$ cat src/rtl/reservation_station_if.sv
// Decoded-operation type plus the station's dispatch / CDB / issue bundle.
// The station takes the slave side; dispatch, CDB and exec drive the master side.
package reservation_station_pkg;
  typedef enum logic [3:0] {
    UNKNOWN = 4'd0,
    ADD     = 4'd1,
    SUB     = 4'd2,
    MUL     = 4'd3,
    LOAD    = 4'd4,
    STORE   = 4'd5,
    BRANCH  = 4'd6
  } instr_name_e;
endpackage

interface reservation_station_if #(
  parameter int XLEN  = 32,
  parameter int DEPTH = 4
) ();
  localparam int CW = $clog2(DEPTH + 1);

  logic                               flush;
  logic                               in_valid;
  logic                               in_ready;
  logic [XLEN-1:0]                    in_data_1;
  logic [XLEN-1:0]                    in_data_2;
  logic                               in_rdy_1;
  logic                               in_rdy_2;
  logic [5:0]                         in_tag_1;
  logic [5:0]                         in_tag_2;
  logic [XLEN-1:0]                    in_address;
  logic [XLEN-1:0]                    in_immediate;
  logic [5:0]                         in_rrn;
  reservation_station_pkg::instr_name_e in_instr_name;
  logic                               cdb_valid;
  logic [5:0]                         cdb_rrn;
  logic [XLEN-1:0]                    cdb_result;
  logic                               out_valid;
  logic                               out_ready;
  logic [XLEN-1:0]                    data_1;
  logic [XLEN-1:0]                    data_2;
  logic [XLEN-1:0]                    address;
  logic [XLEN-1:0]                    immediate;
  logic [5:0]                         rrn;
  reservation_station_pkg::instr_name_e instr_name;
  logic [CW-1:0]                      count;

  modport master (
    output flush, in_valid, in_data_1, in_data_2, in_rdy_1, in_rdy_2, in_tag_1, in_tag_2,
           in_address, in_immediate, in_rrn, in_instr_name, cdb_valid, cdb_rrn, cdb_result,
           out_ready,
    input  in_ready, out_valid, data_1, data_2, address, immediate, rrn, instr_name, count
  );

  modport slave (
    input  flush, in_valid, in_data_1, in_data_2, in_rdy_1, in_rdy_2, in_tag_1, in_tag_2,
           in_address, in_immediate, in_rrn, in_instr_name, cdb_valid, cdb_rrn, cdb_result,
           out_ready,
    output in_ready, out_valid, data_1, data_2, address, immediate, rrn, instr_name, count
  );
endinterface

$ cat src/rtl/reservation_station.sv
// Collapsing-queue reservation station: CDB operand capture, oldest-ready issue into
// a one-deep output register; accepted instructions issue no earlier than the next edge.
module reservation_station
  import reservation_station_pkg::*;
#(
  parameter int XLEN  = 32,
  parameter int DEPTH = 4
) (
  input logic                  clk,
  input logic                  reset,
  reservation_station_if.slave rs
);
  localparam int CW = $clog2(DEPTH + 1);
  localparam int SW = (DEPTH > 1) ? $clog2(DEPTH) : 1;

  typedef struct packed {
    logic            busy;
    logic [XLEN-1:0] data_1;
    logic            rdy_1;
    logic [5:0]      tag_1;
    logic [XLEN-1:0] data_2;
    logic            rdy_2;
    logic [5:0]      tag_2;
    logic [XLEN-1:0] address;
    logic [XLEN-1:0] immediate;
    logic [5:0]      rrn;
    instr_name_e     instr_name;
  } entry_t;

  entry_t        ent   [DEPTH];
  entry_t        ent_n [DEPTH];
  entry_t        new_ent;
  logic [CW-1:0] count_q;
  logic [CW-1:0] ins_idx;
  logic [SW-1:0] sel;
  logic          found;
  logic          issue;
  logic          accept;

  assign rs.in_ready = (count_q < CW'(DEPTH));
  assign rs.count    = count_q;
  assign accept      = rs.in_valid & rs.in_ready;

  // Scan downward so the lowest ready index wins.
  always_comb begin
    found = 1'b0;
    sel   = '0;
    for (int i = DEPTH - 1; i >= 0; i--) begin
      if (ent[i].busy && ent[i].rdy_1 && ent[i].rdy_2) begin
        found = 1'b1;
        sel   = SW'(i);
      end
    end
    issue = found && (!rs.out_valid || rs.out_ready);
  end

  always_comb begin
    new_ent            = '0;
    new_ent.busy       = 1'b1;
    new_ent.data_1     = rs.in_data_1;
    new_ent.rdy_1      = rs.in_rdy_1;
    new_ent.tag_1      = rs.in_tag_1;
    new_ent.data_2     = rs.in_data_2;
    new_ent.rdy_2      = rs.in_rdy_2;
    new_ent.tag_2      = rs.in_tag_2;
    new_ent.address    = rs.in_address;
    new_ent.immediate  = rs.in_immediate;
    new_ent.rrn        = rs.in_rrn;
    new_ent.instr_name = rs.in_instr_name;
    if (!rs.in_rdy_1 && rs.cdb_valid && rs.cdb_rrn == rs.in_tag_1) begin
      new_ent.data_1 = rs.cdb_result;
      new_ent.rdy_1  = 1'b1;
    end
    if (!rs.in_rdy_2 && rs.cdb_valid && rs.cdb_rrn == rs.in_tag_2) begin
      new_ent.data_2 = rs.cdb_result;
      new_ent.rdy_2  = 1'b1;
    end
  end

  // Collapse, then wake up survivors, then drop the new entry into the first free slot.
  always_comb begin
    ins_idx = count_q - CW'(issue);
    for (int i = 0; i < DEPTH; i++) ent_n[i] = ent[i];
    if (issue) begin
      for (int i = 0; i < DEPTH - 1; i++) begin
        if (i >= int'(sel)) ent_n[i] = ent[i+1];
      end
      ent_n[DEPTH-1] = '0;
    end
    for (int i = 0; i < DEPTH; i++) begin
      if (ent_n[i].busy && rs.cdb_valid) begin
        if (!ent_n[i].rdy_1 && ent_n[i].tag_1 == rs.cdb_rrn) begin
          ent_n[i].data_1 = rs.cdb_result;
          ent_n[i].rdy_1  = 1'b1;
        end
        if (!ent_n[i].rdy_2 && ent_n[i].tag_2 == rs.cdb_rrn) begin
          ent_n[i].data_2 = rs.cdb_result;
          ent_n[i].rdy_2  = 1'b1;
        end
      end
    end
    for (int i = 0; i < DEPTH; i++) begin
      if (accept && CW'(i) == ins_idx) ent_n[i] = new_ent;
    end
  end

  always_ff @(posedge clk) begin
    if (reset || rs.flush) begin
      for (int i = 0; i < DEPTH; i++) ent[i] <= '0;
      count_q       <= '0;
      rs.out_valid  <= 1'b0;
      rs.data_1     <= '0;
      rs.data_2     <= '0;
      rs.address    <= '0;
      rs.immediate  <= '0;
      rs.rrn        <= '0;
      rs.instr_name <= UNKNOWN;
    end else begin
      for (int i = 0; i < DEPTH; i++) ent[i] <= ent_n[i];
      count_q <= count_q + CW'(accept) - CW'(issue);
      if (issue) begin
        rs.out_valid  <= 1'b1;
        rs.data_1     <= ent[sel].data_1;
        rs.data_2     <= ent[sel].data_2;
        rs.address    <= ent[sel].address;
        rs.immediate  <= ent[sel].immediate;
        rs.rrn        <= ent[sel].rrn;
        rs.instr_name <= ent[sel].instr_name;
      end else if (rs.out_ready) begin
        rs.out_valid  <= 1'b0;
        rs.data_1     <= '0;
        rs.data_2     <= '0;
        rs.address    <= '0;
        rs.immediate  <= '0;
        rs.rrn        <= '0;
        rs.instr_name <= UNKNOWN;
      end
    end
  end
endmodule
$ cat src/flat_wrapper.sv
// flat-port wrapper written by rule: the top's interface ports become plain ports
module reservation_station_flat import reservation_station_pkg::*;
#(
  parameter int XLEN  = 32,
  parameter int DEPTH = 4
)
  (clk, reset, rs_flush, rs_in_valid, rs_in_data_1, rs_in_data_2, rs_in_rdy_1, rs_in_rdy_2, rs_in_tag_1, rs_in_tag_2, rs_in_address, rs_in_immediate, rs_in_rrn, rs_in_instr_name, rs_cdb_valid, rs_cdb_rrn, rs_cdb_result, rs_out_ready, rs_in_ready, rs_out_valid, rs_data_1, rs_data_2, rs_address, rs_immediate, rs_rrn, rs_instr_name, rs_count);
  reservation_station_if #(.XLEN(XLEN), .DEPTH(DEPTH)) rs_i ();
  input logic clk;
  input logic reset;
  input wire logic [$bits(rs_i.flush)-1:0] rs_flush;
  input wire logic [$bits(rs_i.in_valid)-1:0] rs_in_valid;
  input wire logic [$bits(rs_i.in_data_1)-1:0] rs_in_data_1;
  input wire logic [$bits(rs_i.in_data_2)-1:0] rs_in_data_2;
  input wire logic [$bits(rs_i.in_rdy_1)-1:0] rs_in_rdy_1;
  input wire logic [$bits(rs_i.in_rdy_2)-1:0] rs_in_rdy_2;
  input wire logic [$bits(rs_i.in_tag_1)-1:0] rs_in_tag_1;
  input wire logic [$bits(rs_i.in_tag_2)-1:0] rs_in_tag_2;
  input wire logic [$bits(rs_i.in_address)-1:0] rs_in_address;
  input wire logic [$bits(rs_i.in_immediate)-1:0] rs_in_immediate;
  input wire logic [$bits(rs_i.in_rrn)-1:0] rs_in_rrn;
  input wire logic [$bits(rs_i.in_instr_name)-1:0] rs_in_instr_name;
  input wire logic [$bits(rs_i.cdb_valid)-1:0] rs_cdb_valid;
  input wire logic [$bits(rs_i.cdb_rrn)-1:0] rs_cdb_rrn;
  input wire logic [$bits(rs_i.cdb_result)-1:0] rs_cdb_result;
  input wire logic [$bits(rs_i.out_ready)-1:0] rs_out_ready;
  output wire logic [$bits(rs_i.in_ready)-1:0] rs_in_ready;
  output wire logic [$bits(rs_i.out_valid)-1:0] rs_out_valid;
  output wire logic [$bits(rs_i.data_1)-1:0] rs_data_1;
  output wire logic [$bits(rs_i.data_2)-1:0] rs_data_2;
  output wire logic [$bits(rs_i.address)-1:0] rs_address;
  output wire logic [$bits(rs_i.immediate)-1:0] rs_immediate;
  output wire logic [$bits(rs_i.rrn)-1:0] rs_rrn;
  output wire logic [$bits(rs_i.instr_name)-1:0] rs_instr_name;
  output wire logic [$bits(rs_i.count)-1:0] rs_count;
  assign rs_i.flush = rs_flush;
  assign rs_i.in_valid = rs_in_valid;
  assign rs_i.in_data_1 = rs_in_data_1;
  assign rs_i.in_data_2 = rs_in_data_2;
  assign rs_i.in_rdy_1 = rs_in_rdy_1;
  assign rs_i.in_rdy_2 = rs_in_rdy_2;
  assign rs_i.in_tag_1 = rs_in_tag_1;
  assign rs_i.in_tag_2 = rs_in_tag_2;
  assign rs_i.in_address = rs_in_address;
  assign rs_i.in_immediate = rs_in_immediate;
  assign rs_i.in_rrn = rs_in_rrn;
  assign rs_i.in_instr_name = rs_in_instr_name;
  assign rs_i.cdb_valid = rs_cdb_valid;
  assign rs_i.cdb_rrn = rs_cdb_rrn;
  assign rs_i.cdb_result = rs_cdb_result;
  assign rs_i.out_ready = rs_out_ready;
  assign rs_in_ready = rs_i.in_ready;
  assign rs_out_valid = rs_i.out_valid;
  assign rs_data_1 = rs_i.data_1;
  assign rs_data_2 = rs_i.data_2;
  assign rs_address = rs_i.address;
  assign rs_immediate = rs_i.immediate;
  assign rs_rrn = rs_i.rrn;
  assign rs_instr_name = rs_i.instr_name;
  assign rs_count = rs_i.count;
  reservation_station #(.XLEN(XLEN), .DEPTH(DEPTH)) u_core (.clk(clk), .reset(reset), .rs(rs_i));
endmodule
$ cat config.mk
export PLATFORM = sky130hd
export DESIGN_NAME = reservation_station_flat
export DESIGN_NICKNAME = d
export VERILOG_FILES = /design/src/rtl/reservation_station_if.sv /design/src/rtl/reservation_station.sv /design/src/flat_wrapper.sv
export SDC_FILE = /design/constraint.sdc
export NUM_CORES = 2
export LEC_CHECK = 0
export BUFFER_PORTS_ARGS = -buffer_cell sky130_fd_sc_hd__buf_2
export CORE_MARGIN = 10
export CORE_UTILIZATION = 60
export DETAILED_ROUTE_END_ITERATION = 10
export PLACE_DENSITY_LB_ADDON = 0.2
export SLEW_MARGIN = 15
export SYNTH_ARGS = -nofsm -noshare
export SYNTH_HDL_FRONTEND = slang
export SYNTH_SLANG_ARGS = --single-unit
$ cat constraint.sdc
create_clock -name clk -period 4.69 [get_ports clk]
set_input_delay 0.469 -clock clk [delete_from_list [all_inputs] [get_ports clk]]
set_output_delay 0.469 -clock clk [all_outputs]
set_load 0.01 [all_outputs]
# ---- Yosys cells after proc, flatten, opt, wreduce, memory -nomap -nowiden
# Memory sizes are Yosys's and may differ from the RTL's.
# Index checks and enable logic that the tools add are counted.
dict set report totals {
  word_cells 130
  input_bits 196
  register_bits 142
  n_memories 1
  out_inout_bits 143
  ram_bits 612
}
# memory depth width rd rd_clocked_by_memory_dff write_ports line
set mem_list {}
lappend mem_list {u_core.ent 4 153 5 0 4 reservation_station.sv:30} ;# entry_t ent [DEPTH];
dict set report op_classes {
  mux 52
  n_bitwise 5
  magnitude_cmp 4
  addsub 3
  n_eq_ne 13
  reduce_logical 44
}
# op count
set op_table {}
lappend op_table {{153-bit two-way mux} 11}
lappend op_table {{612-bit two-way mux} 1}
lappend op_table {{33-bit two-way mux} 18}
lappend op_table {{32-bit two-way mux} 5}
lappend op_table {{6-bit equality test} 10}
lappend op_table {{1-bit logical AND} 29}
lappend op_table {{6-bit two-way mux} 2}
lappend op_table {{1-bit logical NOT} 11}
lappend op_table {{1-bit two-way mux} 9}
lappend op_table {{2-bit two-way mux} 4}
lappend op_table {{4-bit two-way mux} 2}
lappend op_table {{2-bit by 3-bit equality test with 1-bit output (first input constant)} 2}
lappend op_table {{3-bit by 1-bit subtractor with 3-bit output} 2}
lappend op_table {{1-bit by 2-bit >= comparator with 1-bit output (first input constant)} 2}
lappend op_table {{1-bit bitwise OR} 4}
lappend op_table {{3-bit by 1-bit adder with 3-bit output} 1}
lappend op_table {{1-bit by 3-bit equality test with 1-bit output (first input constant)} 1}
lappend op_table {{3-bit logical NOT} 1}
lappend op_table {{3-bit < comparator (second input constant)} 1}
lappend op_table {{2-bit >= comparator (first input constant)} 1}
lappend op_table {{1-bit logical OR} 2}
lappend op_table {{2-bit nonzero test} 1}
lappend op_table {{1-bit AND} 1}

# ---- Longest topological paths before layout
# An unclocked memory read counts as a cell.
dict set report depth {
  word_depth 16
  depth_mapped 16
  mapped_depth_nobuf 12
}

# ---- Least setup slack after synthesis
# No wires, ideal clock.
dict set report synth_timing {
  path_kind {register to register}
  start {mem u_core.ent[2][152] in the netlist's numbering}
  end {mem u_core.ent[1][110] in the netlist's numbering}
  period_less_slack_ps 3546
  t_required_ps 4574
  n_path_buf 6
  path_slack_ps 1144
  t_arrival_ps 3430
  setup_ps 116
  stages_incl_launch_ff 17
  cell_sequence {dfxtp_1 and3_1 nor3_1 a21o_1 buf_2 inv_2 buf_1 ha_1 inv_1 ha_1 or4_1 clkbuf_1 clkbuf_1 clkbuf_1 clkbuf_1 o21ai_0 nor2_1}
}
# item line
set synth_lines {}
lappend synth_lines {{from (decl)} reservation_station.sv:30}

==> run metrics <==
status=finished clean; H-tree depth=3; TritonRoute pass-1 iters=8; Critical Path End Type=register; Die X=277 um; largest net degree at the start of global routing=194; Worst path max stage delay=0.50 ns; Synth Area in Adders=0.177%; area delta synth->final=11.6%; leakage=16.8 nW; hold endpoint=u_core.ent[3][17]; Initial Utilization=60.3%; Rel. slew slack=19.9%; cells along the critical path=and3_1 -> nor3_1 -> a21o_4 -> inv_6 -> ha_1 -> ha_1 -> nor2_1 -> nand3_4 -> and4_1 -> buf_4 -> a22oi_1 -> o21ai_0; Core ar.=0.0655 mm^2; vias per inst=6.52; top_reg_cell synth=dfxtp_1; RePlAce Congestion=0.897; Sink Count=754; CP startpoint kind=register; root buffer cell=clkbuf_16; post-layout minimum cycle time=3.79 ns; CTS max path bufs=3; xor/xnor cell area share of the yosys netlist=0.843%; initial antenna violation count=25; Setup WS post-layout=0.899 ns; HP Start=rs_in_immediate[7]; synth warn=0; worst min path class=input pin to register; fmax=0.264 GHz; crit share post-route=80.8%; clk_lat worst skew=0.65 ns; Placement Cell Area=0.0413 mm^2; I/O Buffers=338; I/O pin total=339; WL final=142 mm; reg-to-reg endpoint=u_core.ent[3][125]; commonest non-fill, non-tap cell in the layout=nand2_1; Req. time, crit path=5.20 ns; Tot Pwr=0.0143 W; mux cell area share after synthesis=5.25%; post-route ant nets=0; Worst R2R Start=u_core.ent[1][119]; Worst EP arrival=4.30 ns; vias=41.9k; FF+latch count, synth=754; number of cells on the worst hold path=3; vias in the first global route=39.9k; Async SR Flop Fraction=0%; CP most frequent cell=ha_1; max-cap violation count=0; peak supply drop=246 uV; Post-Synth Simple-Gate Area=33.6%; Total Nets Final=5697; total gr overflow=0; fin. max-slew vios=0; EDFF count, synth=0; largest family of logic cells by synthesized area=simple AND/OR/NAND/NOR gates; R2R setup slack=0.90 ns; buffers and inverters on the worst path=2; Cell variety after synth=68; Syn Inst Count=5520; Avg Inst Size Synth=7.16 um^2; final hold vios=0; first-pass GRT wire length=222 mm; synthesized area=0.0395 mm^2; dpl cells=6277; slowest CP cell=nor2_1; commonest non-fill, non-tap cells in the layout=1568 x nand2_1, 754 x dfxtp_1, 700 x nand3_1; fill count=5704; worst slew pin tran=1.20 ns; CTS tree=done; GRT Total Usage=35.0%; setup violation total in the final timing report=0; layout cells sized above 1=11.7%; dpl ws=0.791 ns; Syn Nets=5721; Max FO, Critical Path=32; worst r2r path cells=12; final instance area=0.0441 mm^2; die area=0.0765 mm^2; Post-CTS Resized=0; delay-heaviest family, CP=simple AND/OR/NAND/NOR gates; Compound-Gate Fraction of Synth Area=16.6%; RSZ-0062 raised after global routing=false; WL/cell=22.1 um; Row Count=94; fin cells=6432; PwrDens=326 mW/mm^2; Inserted Clock Buffers=81; register area share after synthesis=38.2%; Clock Pin Slew Worst Setup and Hold Paths=0.06 ns; Chip Height=277 um; WS Path Type=register to register; Hold-fix buffers, CTS=0; 1st-iter DRT viols=5776; Final Skew=0.0282 ns; DP HPWL=79.3 mm; Post-CTS Setup Repair Bufs=0; Final TNS setup=0 ns; # DRC=0
==> worst max path at each step <==
stage / slack (ns) / cells past startpoint / start / to
after floorplan: 1.14 / 16 / u_core.ent[2][152] / u_core.ent[1][110]
after global placement: 0.88 / 11 / rs_out_ready / u_core.ent[0][149]
after detailed placement: 0.79 / 11 / rs_out_ready / u_core.ent[0][145]
after CTS: 0.94 / 12 / u_core.ent[1][119] / u_core.ent[3][125]
after global routing: 0.68 / 12 / u_core.ent[1][119] / u_core.ent[3][123]
final: 0.90 / 12 / u_core.ent[1][119] / u_core.ent[3][125]
==> cells by family after synthesis <==
logic type	count (synthesis)
adders and majority gates	5
DFF	754
xor gates and xnor gates	38
and+or+nand+nor	3027
AOI/OAI and AO/OA	955
muxes	203
buffers and inverters	538
==> cell usage after synthesis (20+ instances only) <==
master	n	share of area, %
nand3_1	706	8.9
dfxtp_1	754	38
o21ai_0	134	1.7
a21oi_1	342	4.3
o221a_2	32	0.91
mux2_2	34	0.97
nand2_1	1570	15
nor2_1	438	4.2
nand2b_1	86	1.4
xnor2_1	21	0.47
nor2b_1	20	0.32
buf_1	34	0.32
mux2i_1	168	4.3
a311oi_1	247	5.5
buf_2	35	0.44
a22oi_1	33	0.63
a211oi_1	78	1.5
clkbuf_1	450	4.3
o221a_1	33	0.94
nand3b_1	139	2.6
==> metrics by stage <==
stage,hold WS [ns],util [%]
2_1_floorplan,0.459,-
3_3_place_gp,0.469,63.0
3_5_place_dp,0.469,63.0
4_1_cts,0.0749,67.2
5_1_grt,0.0923,67.3
6_report,0.0894,67.3
==> power breakdown <==
| group | switching [W] | total [W] | internal, W |
|---|---|---|---|
| sequential | 0.0000598 | 0.00656 | 0.00650 |
| combinational | 0.000681 | 0.00102 | 0.000343 |
| clock | 0.00279 | 0.00677 | 0.00398 |
==> layout make-up <==
type	count	area [um^2]	area share [%]
clock inverter	28	388	0.880
timing repair buffer	420	2550	5.78
inverter	11	46.3	0.105
tap	864	1080	2.45
multi-input combinational	4228	22500	51.1
clock buffer	116	2380	5.40
antenna	11	27.5	0.0625
sequential	754	15100	34.3
==> sequential cells by signal, summed over array words and instances (netlist names) <==
register              count
u_core.rs.count           3
u_core.rs.instr_name      4
u_core.rs.data_1         32
u_core.rs.out_valid       1
u_core.rs.address        32
u_core.ent              612
u_core.rs.immediate      32
u_core.rs.rrn             6
u_core.rs.data_2         32
==> routing by layer <==
layer  global-route usage, %  vias to the layer above  share of wire, %
met4                    18.8                       24               4.8
met2                    56.2                     2647                45
li1                        -                    19074                 -
met5                       0                        -              0.12
met3                    8.07                      507                12
met1                    43.1                    19689                38
==> tightest hold or removal path: stages <==
cell	delay, ns
buf_2	0.12
nand2_1	0.05
a21oi_1	0.05
(Power assumes the default switching activity.)
